File: src/rtl/seg7_scan_driver.sv
`default_nettype none
// +--------------------------------------------------------------------------+
// | Module   : seg7_scan_driver                                              |
// | Purpose  : Time-multiplexed N-digit seven-segment driver. Hex decode,    |
// |            per-digit dot and blank, PWM brightness. New content goes     |
// |            into shadow (pending) registers and is copied to the active   |
// |            set only at a frame boundary, so a frame never tears.         |
// | Ports    : CLK100_IN      - system clock                                 |
// |            rst_n          - asynchronous active-low reset                |
// |            DATA_IN        - hex nibble per digit, digit 0 = rightmost    |
// |            DOT_IN         - decimal point per digit (1 = lit)            |
// |            BLANK_IN       - blank per digit (1 = dark)                   |
// |            BRIGHT_IN      - lit slots per digit dwell, 0 = dark          |
// |            LOAD_IN        - strobe, captures the four inputs above       |
// |            SEG_SELECT_OUT - anode enables, active-low, one-cold or none  |
// |            HEX_OUT        - {dp,g,f,e,d,c,b,a}, active-low               |
// |            FRAME_DONE_OUT - one-cycle pulse after the last frame slot    |
// | Revision : 1.0 - initial release                                         |
// +--------------------------------------------------------------------------+
module seg7_scan_driver #(
  parameter int NUM_DIGITS = 4,
  parameter int SLOT_CYC   = 1562,
  parameter int BRIGHT_W   = 4
) (
  input  logic                    CLK100_IN,
  input  logic                    rst_n,
  input  logic [4*NUM_DIGITS-1:0] DATA_IN,
  input  logic [NUM_DIGITS-1:0]   DOT_IN,
  input  logic [NUM_DIGITS-1:0]   BLANK_IN,
  input  logic [BRIGHT_W-1:0]     BRIGHT_IN,
  input  logic                    LOAD_IN,
  output logic [NUM_DIGITS-1:0]   SEG_SELECT_OUT,
  output logic [7:0]              HEX_OUT,
  output logic                    FRAME_DONE_OUT
);

  localparam int c_SC_W = (SLOT_CYC > 1) ? $clog2(SLOT_CYC) : 1;
  localparam int c_DG_W = (NUM_DIGITS > 1) ? $clog2(NUM_DIGITS) : 1;
  localparam logic [c_SC_W-1:0] c_SLOT_LAST  = c_SC_W'(SLOT_CYC - 1);
  localparam logic [c_DG_W-1:0] c_DIGIT_LAST = c_DG_W'(NUM_DIGITS - 1);

  if ((NUM_DIGITS < 1) || (NUM_DIGITS > 8)) begin : g_bad_num_digits
    $error("seg7_scan_driver: NUM_DIGITS must be in 1..8");
  end
  if (SLOT_CYC < 1) begin : g_bad_slot_cyc
    $error("seg7_scan_driver: SLOT_CYC must be >= 1");
  end

  // Active-low gfedcba pattern for one hex nibble.
  function automatic logic [6:0] f_seg7_n(input logic [3:0] i_nib);
    case (i_nib)
      4'h0: f_seg7_n = 7'h40;
      4'h1: f_seg7_n = 7'h79;
      4'h2: f_seg7_n = 7'h24;
      4'h3: f_seg7_n = 7'h30;
      4'h4: f_seg7_n = 7'h19;
      4'h5: f_seg7_n = 7'h12;
      4'h6: f_seg7_n = 7'h02;
      4'h7: f_seg7_n = 7'h78;
      4'h8: f_seg7_n = 7'h00;
      4'h9: f_seg7_n = 7'h10;
      4'hA: f_seg7_n = 7'h08;
      4'hB: f_seg7_n = 7'h03;
      4'hC: f_seg7_n = 7'h46;
      4'hD: f_seg7_n = 7'h21;
      4'hE: f_seg7_n = 7'h06;
      default: f_seg7_n = 7'h0E;
    endcase
  endfunction

  // Scan counters
  logic [c_SC_W-1:0]   r_slot_cnt;
  logic [BRIGHT_W-1:0] r_slot_idx;
  logic [c_DG_W-1:0]   r_digit_idx;

  // Shadow and active display content
  logic [4*NUM_DIGITS-1:0] r_pend_data, r_act_data;
  logic [NUM_DIGITS-1:0]   r_pend_dot, r_act_dot;
  logic [NUM_DIGITS-1:0]   r_pend_blank, r_act_blank;
  logic [BRIGHT_W-1:0]     r_pend_bright, r_act_bright;

  // Registered outputs
  logic [NUM_DIGITS-1:0] r_sel;
  logic [7:0]            r_hex;
  logic                  r_frame_done;

  logic                  w_slot_end;
  logic                  w_dwell_end;
  logic                  w_fb;
  logic                  w_lit;
  logic [3:0]            w_nibble;
  logic                  w_dot;
  logic                  w_digit_blank;
  logic [NUM_DIGITS-1:0] w_onehot;

  assign w_slot_end  = (r_slot_cnt == c_SLOT_LAST);
  assign w_dwell_end = w_slot_end && (r_slot_idx == {BRIGHT_W{1'b1}});
  assign w_fb        = w_dwell_end && (r_digit_idx == c_DIGIT_LAST);

  always_ff @(posedge CLK100_IN or negedge rst_n) begin
    if (!rst_n) begin
      r_slot_cnt  <= '0;
      r_slot_idx  <= '0;
      r_digit_idx <= '0;
    end else if (w_slot_end) begin
      r_slot_cnt <= '0;
      // slot_idx spans the full 2**BRIGHT_W range, so it wraps on its own.
      r_slot_idx <= r_slot_idx + BRIGHT_W'(1);
      if (w_dwell_end) begin
        r_digit_idx <= (r_digit_idx == c_DIGIT_LAST) ? '0 : r_digit_idx + c_DG_W'(1);
      end
    end else begin
      r_slot_cnt <= r_slot_cnt + c_SC_W'(1);
    end
  end

  always_ff @(posedge CLK100_IN or negedge rst_n) begin
    if (!rst_n) begin
      r_pend_data   <= '0;
      r_pend_dot    <= '0;
      r_pend_blank  <= '1;
      r_pend_bright <= '0;
    end else if (LOAD_IN) begin
      r_pend_data   <= DATA_IN;
      r_pend_dot    <= DOT_IN;
      r_pend_blank  <= BLANK_IN;
      r_pend_bright <= BRIGHT_IN;
    end
  end

  // A load landing on the boundary cycle bypasses the shadow so it is not
  // delayed by a whole frame.
  always_ff @(posedge CLK100_IN or negedge rst_n) begin
    if (!rst_n) begin
      r_act_data   <= '0;
      r_act_dot    <= '0;
      r_act_blank  <= '1;
      r_act_bright <= '0;
    end else if (w_fb) begin
      r_act_data   <= LOAD_IN ? DATA_IN   : r_pend_data;
      r_act_dot    <= LOAD_IN ? DOT_IN    : r_pend_dot;
      r_act_blank  <= LOAD_IN ? BLANK_IN  : r_pend_blank;
      r_act_bright <= LOAD_IN ? BRIGHT_IN : r_pend_bright;
    end
  end

  // Per-digit field select; a loop mux keeps widths exact for any digit count.
  always_comb begin
    w_nibble      = '0;
    w_dot         = 1'b0;
    w_digit_blank = 1'b1;
    w_onehot      = '0;
    for (int k = 0; k < NUM_DIGITS; k++) begin
      if (r_digit_idx == c_DG_W'(k)) begin
        w_nibble      = r_act_data[4*k +: 4];
        w_dot         = r_act_dot[k];
        w_digit_blank = r_act_blank[k];
        w_onehot[k]   = 1'b1;
      end
    end
  end

  // slot_idx never reaches 2**BRIGHT_W, so the final slot of each dwell is
  // always dark and acts as the inter-digit ghosting guard.
  assign w_lit = (r_slot_idx < r_act_bright) && !w_digit_blank;

  always_ff @(posedge CLK100_IN or negedge rst_n) begin
    if (!rst_n) begin
      r_sel        <= '1;
      r_hex        <= 8'hFF;
      r_frame_done <= 1'b0;
    end else begin
      r_frame_done <= w_fb;
      if (w_lit) begin
        r_sel <= ~w_onehot;
        r_hex <= {~w_dot, f_seg7_n(w_nibble)};
      end else begin
        r_sel <= '1;
        r_hex <= 8'hFF;
      end
    end
  end

  assign SEG_SELECT_OUT = r_sel;
  assign HEX_OUT        = r_hex;
  assign FRAME_DONE_OUT = r_frame_done;

endmodule
`default_nettype wire

File: config.mk
export PLATFORM = sky130hd
export DESIGN_NAME = seg7_scan_driver
export DESIGN_NICKNAME = d
export VERILOG_FILES = /design/src/rtl/seg7_scan_driver.sv
export SDC_FILE = /design/constraint.sdc
export NUM_CORES = 1
export LEC_CHECK = 0
export CORE_MARGIN = 8
export CORE_UTILIZATION = 56
export CTS_CLUSTER_DIAMETER = 80
export DETAILED_ROUTE_END_ITERATION = 10
export GPL_TIMING_DRIVEN = 1
export PLACE_DENSITY_LB_ADDON = 0.25
export SETUP_SLACK_MARGIN = 0.5
export SLEW_MARGIN = 20
export SYNTH_ARGS = -nofsm -noshare
export SYNTH_HDL_FRONTEND = slang
export SYNTH_SLANG_ARGS = --single-unit
File: constraint.sdc
create_clock -name CLK100_IN -period 2.64 [get_ports CLK100_IN]
set_input_delay 0.66 -clock CLK100_IN [delete_from_list [all_inputs] [get_ports CLK100_IN]]
set_output_delay 0.66 -clock CLK100_IN [all_outputs]
set_load 0.05 [all_outputs]
Yosys cells after proc, flatten, opt, wreduce, memory -nomap -nowiden
Memory sizes are Yosys's and may differ from the RTL's.
Cells that the tools add are included.
Storage, ports and cells
  memories: 1
  bits in read-only memories: 112
  bits of input ports: 31
  register bits: 86
  output and inout bits: 13
Cells by class
  add/subtract/negate cells: 3
  bitwise gates (word level): 2
  equality and inequality tests: 5
  reductions and logical operators: 6
  mux-type cells: 24
  $lt $le $gt $ge: 1
Memory list
  (name not given): words 16, bits a word 7, rd ports 1, clocked after memory_dff 0, write ports 0, line 51  | case (i_nib)
Operators with widths (number)
  4-bit two-way mux: 8
  16-bit two-way mux: 1
  1-bit two-way mux: 12
  11-bit by 1-bit adder with 11-bit output (second input constant): 1
  11-bit equality test (second input constant): 1
  11-bit two-way mux: 1
  8-bit two-way mux: 1
  4-bit by 1-bit adder with 4-bit output (second input constant): 1
  2-bit equality test (second input constant): 2
  4-bit equality test (second input constant): 1
  4-bit < comparator: 1
  4-bit NOT: 1
  1-bit logical AND: 3
  2-bit by 1-bit adder with 2-bit output (second input constant): 1
  2-bit by 1-bit equality test with 1-bit output (second input constant): 1
  2-bit zero test: 1
  2-bit two-way mux: 1
  2-bit AND reduction: 1
  1-bit zero test: 1
  1-bit NOT: 1

Logic depth before layout (Yosys ltp)
Gate-level depths: netlist of run 1.
  depth in word-level cells: 8
  gate-level depth with buffers: 11
  gate-level depth less buffers: 10

Worst setup path before layout of run 1
No wires, ideal clock.
  kind: reg2reg
  start point: register r_digit_idx[0]
  end point: register r_hex[3], in the netlist HEX_OUT[3]
  arrival time: 2.135 ns
  cell stages (with the launch flop): 11
  path buffers: 1
  period minus slack after synthesis: 2.217 ns
  setup slack: 0.423 ns
  setup time: 0.081 ns
  cells stage by stage: dfrtp_1 inv_1 ha_1 clkbuf_1 nor2_1 a31oi_1 inv_1 ha_1 a21oi_1 o21ai_0 o211ai_1
Between the ends
  word-level cells in the longest chain between the ends: 8
  elaborated cells between the ends (all ways): 16
  classes of those cells: 3 x eq/ne; 9 x mux; 3 x reduce/logical; 1 x memory
RTL lines
  start, declared: line 74  | logic [c_DG_W-1:0] r_digit_idx;
  start signal, assigned: line 110  | r_digit_idx <= (r_digit_idx == c_DIGIT_LAST) ? '0 : r_digit_idx + c_DG_W'(1);
  branches (longest 7 deep; another with memory 16 x 7 bit)
  8-bit two-way mux (*): line 174  | if (w_lit) begin
  end signal, assigned: line 176  | r_hex <= {~w_dot, f_seg7_n(w_nibble)};
  end, declared: line 84  | logic [7:0] r_hex;
Mark *: on every way between the ends.
A chain may end at the register's enable or synchronous reset.

Worst setup path after layout of run 1
Same ends and word-level chain as after synthesis.

==> results.sh, run 1 <==
export IMPL_crit_chain="ha_4, nand2b_1, o22ai_2, a31oi_4, inv_2, ha_1, a21oi_1, o21ai_0, o211ai_1"
export IMPL_hold_slack_ps=319
export IMPL_synthCells=293
export IMPL_worst_path_buf_inv=1
export IMPL_viasPerCell=5.56
export IMPL_period_share_pct=80.3
export IMPL_drtIter0Drc=120
export IMPL_first_pass_iters=4
export IMPL_grt_pass1_wl_um=12100
export IMPL_synth_seq_area_share_pct=56.9
export IMPL_hp_class="in -> async"
export IMPL_async_flop_share_pct=100
export IMPL_synth_area_top_cells="dfrtp_1, dfstp_2, mux2_2"
export IMPL_syn2layout_area_growth_pct=23.0
export IMPL_yosysTopAreaCellShare_pct=43.2
export IMPL_fillers=463
export IMPL_critical_path_top_delay_family="compound AO/OA/AOI/OAI gates"
export IMPL_hold_viol=0
export IMPL_grt_pass1_vias=2632
export IMPL_worstSkewPairLatency_ps=350
export IMPL_ant_nets=0
export IMPL_maxCapViolations=0
export IMPL_antenna_found_initial=0
export IMPL_numCtsBuffers=9
export IMPL_ios=44
export IMPL_track_usage_pct=15.7
export IMPL_core_area_um2=6720
export IMPL_startpoint_type="flip-flop"
export IMPL_max_slew_margin_pct=60.4
export IMPL_port_buffers=43
export IMPL_nets=395
export IMPL_initial_core_util_pct=56.9
export IMPL_end_kind="flip-flop"
export IMPL_cpMaxStageDelayCell="dfrtp_2"
export IMPL_synth_cell_type_count=39
export IMPL_cts_max_level=3
export IMPL_die_w_um=98.6
export IMPL_status="complete, no violations"
export IMPL_grt_overflow_total=0
export IMPL_clkSlewWorstSetupHoldPaths_ps=80
export IMPL_diodes=0
export IMPL_path_class="reg -> reg"
export IMPL_synthFlopType="dfrtp_1"
export IMPL_syn_nets=341
export IMPL_die_area_um2=9730
export IMPL_crit_fanout=15
export IMPL_drc=0
export IMPL_period_minus_slack_ps=2120
export IMPL_synth_edf_count=0
export IMPL_drv_slew=0
export IMPL_cp_arrival_ps=2390
export IMPL_numClockSinks=86
export IMPL_wl_per_cell_um=17.0
export IMPL_setup_viol=0
export IMPL_finalNonFillerCells=431
export IMPL_fmax_mhz=472
export IMPL_synth_seq_cells=86
export IMPL_die_height_um=98.6
export IMPL_rsz0062_at_grt="true"
export IMPL_hpwl_um=4970
export IMPL_synth_top_cells_by_count="dfrtp_1, mux2_2, dfstp_2, mux2_1, nand2_1"
export IMPL_wl_um=7310
export IMPL_cts_tree="done"
export IMPL_dp_cells=410
export IMPL_dr_total_vias=2395
export IMPL_p_leak_nw=2.06
export IMPL_hold_buffers=0
export IMPL_skew_ps=5.03
export IMPL_worst_pin_slew_ps=593
export IMPL_cts_root_buffer="clkbuf_8"
export IMPL_p_per_area_nw_per_um2=571
export IMPL_cts_buffer_depth=2
export IMPL_ys_warn_count=0
export IMPL_final_util_pct=70.0
export IMPL_num_rows=30
export IMPL_drive_above_1_share_pct=28.8
export IMPL_yosys_area_top_type="dfrtp_1"
export IMPL_fin_setup_tns_ps=0
export IMPL_vdd_drop_max_uv=295
export IMPL_routabilityCongestion=0.788
export IMPL_yosysMostFrequentCell="dfrtp_1"
export IMPL_syn_area_um2=3820
export IMPL_grt_max_degree=48
export IMPL_cp_slowest_stage_delay_ps=440
export IMPL_cp_data_required_time_ps=2910
export IMPL_syn_area_per_cell_um2=13.1
metal layers:
metal / vias to the layer above / GRT usage (%) / wire length, µm
li1: 1135 / - / -
met1: 1187 / 17.5 / 3150
met2: 57 / 26.4 / 3660
met3: 16 / 5.07 / 347
met4: 0 / 7.67 / 161
met5: - / 0 / 0
stage by stage:
stage | setup slack (ps) | power [mW] | instance area, µm²
after detailed placement | 221 | 1.78 | 4370
after global routing | 363 | 2.80 | 4700
after global placement | 387 | 1.77 | 4370
after floorplan | 534 | 1.64 | 3840
final | 521 | 2.69 | 4700
after CTS | 390 | 2.70 | 4600
path summary, 6_finish.rpt:
kind,startpoint,endpoint,slack (ps),cells past startpoint
min,rst_n,r_pend_dot[0],320,1
max in group asynchronous,rst_n,r_act_blank[0],1660,2
min in group CLK100_IN,r_slot_cnt[5],r_slot_cnt[5],490,1
min reg2reg,r_slot_cnt[5],r_slot_cnt[5],490,1
max,r_digit_idx[0],HEX_OUT[3],520,9
max reg2reg,r_digit_idx[0],HEX_OUT[3],520,9
registers in the layout (all words and copies together), names as in the netlist:
name / flops
r_act_dot: 4
SEG_SELECT_OUT: 4
r_act_blank: 4
r_pend_bright: 4
r_pend_data: 16
r_act_data: 16
r_pend_blank: 4
r_act_bright: 4
r_slot_idx: 4
r_slot_cnt: 11
r_digit_idx: 2
HEX_OUT: 8
FRAME_DONE_OUT: 1
r_pend_dot: 4
timing repair:
action                                  CTS  global route
endpoints found under the setup margin   31             7
pin swaps                                 0             4
buffers inserted                          0             6
resized for setup                        21            13
worst reg2reg max path, cell delays in order, from the launching register on:
cell	delay (ps)
dfrtp_2	440
ha_4	260
nand2b_1	220
o22ai_2	120
a31oi_4	240
inv_2	110
ha_1	330
a21oi_1	140
o21ai_0	90
o211ai_1	100
cells by family (layout without fill, tap and decap cells):
group / count (synthesis) / after routing / synth area share [%]
AO/OA/AOI/OAI: 36 / 36 / 5.86
XOR/XNOR: 10 / 10 / 2.29
adder cells (fa/ha/maj): 17 / 17 / 5.56
buffers and inverters: 24 / 82 / 2.68
flip-flops: 86 / 86 / 56.9
multiplexers: 61 / 61 / 18.7
AND/OR/NAND/NOR: 59 / 59 / 7.98
final cells by class:
cell class | instances | area (µm²) | area share (%)
Sequential cell | 86 | 2180 | 46.3
Timing Repair Buffer | 54 | 523 | 11.1
Clock inverter | 1 | 30.0 | 0.638
Multi-Input combinational cell | 183 | 1650 | 35.1
Inverter | 13 | 48.8 | 1.04
Tap cell | 80 | 100 | 2.13
Clock buffer | 14 | 173 | 3.67
layout by cell type, fill, tap and decap left out, drive strengths merged, types with 2 or more instances in the layout:
cell type	n
nor3	2
clkdlybuf4s50	29
mux2i	4
a21oi	9
dlygate4sd2	13
xor2	3
nand2b	2
a211oi	4
nand4	4
o211ai	2
a31oi	2
o22ai	3
nand2	19
o221ai	4
dfstp	20
nor3b	2
and3	4
o21ai	10
buf	12
mux2	57
nand3	6
dfrtp	66
xnor2	7
inv	13
nor2	9
nand3b	4
and2	3
ha	17
a211o	2
clkbuf	14
nor2b	2
report_power, final:
part           internal (mW)  switching (mW)  total [mW]
registers               1.41          0.0282        1.44
logic                  0.144           0.166       0.310
clock network          0.511           0.424       0.935
total                   2.07           0.618        2.69
Note: power is estimated with default switching activity, not from simulation.
==> run 2: changes to the inputs <==
clock period = 2 ns   (was 2.64 ns; I/O delays follow)
==> run 2 against run 1 <==
  * Wire length is 36% higher
  * Critical path type unchanged
  * Sequential cell count unchanged
  * Combinational power rose by 73%
  * Via count up 13%
  * Sequential share of layout area fell by 7.4 points
  * Fmax grew 7.9%
  * Final cell count rose by 9.7%
  * Power grew 35%
==> results.sh, run 2 (synthesis gave the netlist of run 1 again) <==
export IMPL_grt_overflow_total=0
export IMPL_wl_per_cell_um=21.0
export IMPL_vdd_drop_max_uv=447
export IMPL_cts_root_buffer="clkbuf_8"
export IMPL_period_share_pct=98.2
export IMPL_core_area_um2=6720
export IMPL_port_buffers=43
export IMPL_reg2regPathDepth=8
export IMPL_grt_max_degree=44
export IMPL_grt_pass1_wl_um=14200
export IMPL_hpwl_um=5170
export IMPL_viasPerCell=5.70
export IMPL_ant_nets=0
export IMPL_worst_pin_slew_ps=474
export IMPL_worstSkewPairLatency_ps=370
export IMPL_status="complete, no violations"
export IMPL_final_util_pct=83.2
export IMPL_setup_viol=0
export IMPL_dr_total_vias=2697
export IMPL_end_kind="flip-flop"
export IMPL_period_minus_slack_ps=1960
export IMPL_routabilityCongestion=0.829
export IMPL_die_height_um=98.6
export IMPL_p_leak_nw=2.50
export IMPL_cts_tree="done"
export IMPL_fmax_mhz=509
export IMPL_syn2layout_area_growth_pct=46.2
export IMPL_grt_pass1_vias=2834
export IMPL_crit_fanout=5
export IMPL_skew_ps=18.1
export IMPL_numCtsBuffers=9
export IMPL_cts_max_level=3
export IMPL_max_slew_margin_pct=68.4
export IMPL_drc=0
export IMPL_initial_core_util_pct=56.9
export IMPL_seq_power_share_pct=53.2
export IMPL_die_w_um=98.6
export IMPL_drv_slew=0
export IMPL_numClockSinks=86
export IMPL_cp_arrival_ps=2250
export IMPL_finalNonFillerCells=473
export IMPL_fillers=344
export IMPL_final_common_cell="dfrtp_1"
export IMPL_cpMaxStageDelayCell="dfrtp_2"
export IMPL_nets=436
export IMPL_diodes=0
export IMPL_placed_area_um2=4640
export IMPL_seq_area_um2=2180
export IMPL_cp_slowest_stage_delay_ps=460
export IMPL_path_class="reg -> reg"
export IMPL_power_switching_mw=0.955
export IMPL_ios=44
export IMPL_cts_buffer_depth=2
export IMPL_antenna_found_initial=0
export IMPL_startpoint_type="flip-flop"
export IMPL_p_int_mw=2.66
export IMPL_hold_buffers=0
export IMPL_wl_um=9920
export IMPL_maxCapViolations=0
export IMPL_dp_cells=424
export IMPL_num_rows=30
export IMPL_top_regs="r_act_data (16), r_pend_data (16), r_slot_cnt (11)"
export IMPL_p_clk_share_pct=31.9
export IMPL_rsz0062_at_grt="true"
export IMPL_first_pass_iters=4
export IMPL_p_sw_share_pct=26.4
export IMPL_clkSlewWorstSetupHoldPaths_ps=90
export IMPL_die_area_um2=9730
export IMPL_drive_above_1_share_pct=57.8
export IMPL_p_per_area_nw_per_um2=646
export IMPL_design_area_um2=5590
export IMPL_layout_common_cells="dfrtp_1, mux2_2, clkdlybuf4s50_1, mux2_4, buf_4"
export IMPL_cp_data_required_time_ps=2290
export IMPL_hp_class="in -> async"
export IMPL_crit_chain="inv_4, ha_4, buf_6, nand3b_1, a211o_4, and2_4, a21oi_2, o221ai_2"
export IMPL_pwr_share_comb_pct=14.9
export IMPL_multi_input_area_um2=2060
export IMPL_drtIter0Drc=123
export IMPL_hold_viol=0
export IMPL_track_usage_pct=18.7
export IMPL_power_mw=3.61
[run 2: cell types whose count changed in the layout (fill, tap and decap cells not counted), moves of 13 or more]
cell,previous run,this run
buf_6,1,19
dlygate4sd2_1,13,0
mux2_4,9,28
mux2_1,20,0
buf_8,0,16
buf_4,9,28
[run 2: stage by stage]
stage / setup WS, ps / TNS [ps] / hold WS (ps)
finish: 36.0 / 0 / 90.5
CTS: 59.3 / 0 / 102
global route: -49.9 / -590 / 114
global placement: -2.78 / -2.78 / 474
detailed placement: -27.9 / -94.0 / 475
floorplan: 35.2 / 0 / 204
[run 2: area by class of cell]
cell class / instances / area share, %
sequential: 86 / 39.0
multi-input combinational: 183 / 36.8
timing repair buffer: 95 / 18.1
clock buffer: 12 / 2.77
tap: 80 / 1.79
inverter: 13 / 1.14
clock inverter: 4 / 0.403
[run 2: timing repair]
action                                  4_1_cts  5_1_grt
gates resized for setup                      83       52
pin swaps                                    21       12
hold endpoints to repair                      0        0
cloned                                        3        0
setup buffers                                23        7
endpoints found under the setup margin       64       66
[run 2: path summary, 6_finish.rpt]
check,startpoint,to,slack (ps)
min in group CLK100_IN,r_slot_cnt[10],r_slot_cnt[10],490
setup / recovery,r_digit_idx[1],HEX_OUT[6],40
setup reg to reg,r_digit_idx[1],HEX_OUT[6],40
hold reg to reg,r_slot_cnt[10],r_slot_cnt[10],490
max in group asynchronous,rst_n,r_act_blank[1],1260
hold / removal,rst_n,r_act_data[4],90
[run 2: worst max-delay path, delay by kind of cell (launching register included)]
| kind | cells | cell delay (ps) |
|---|---|---|
| AO/OA/AOI/OAI | 3 | 660 |
| adder cells (fa/ha/maj) | 1 | 170 |
| buffers and inverters | 2 | 200 |
| flip-flops | 1 | 460 |
| AND/OR/NAND/NOR | 2 | 400 |
[run 2: layer usage]
metal	wire, µm	global-route usage [%]	vias up
met3	430	3.81	27
met4	297	10.2	0
met2	5290	32.2	66
met1	3900	21.2	1388
li1	-	-	1216
met5	0	0	-
[run 2: power groups by stage]
| stage | logic (mW) | registers [mW] | clock network (mW) |
|---|---|---|---|
| finish | 0.537 | 1.92 | 1.15 |
| global route | 0.570 | 1.93 | 1.24 |
| CTS | 0.492 | 1.92 | 1.13 |
| detailed placement | 0.437 | 1.94 | 0 |
| global placement | 0.425 | 1.93 | 0 |
| floorplan | 0.184 | 2.00 | 0 |
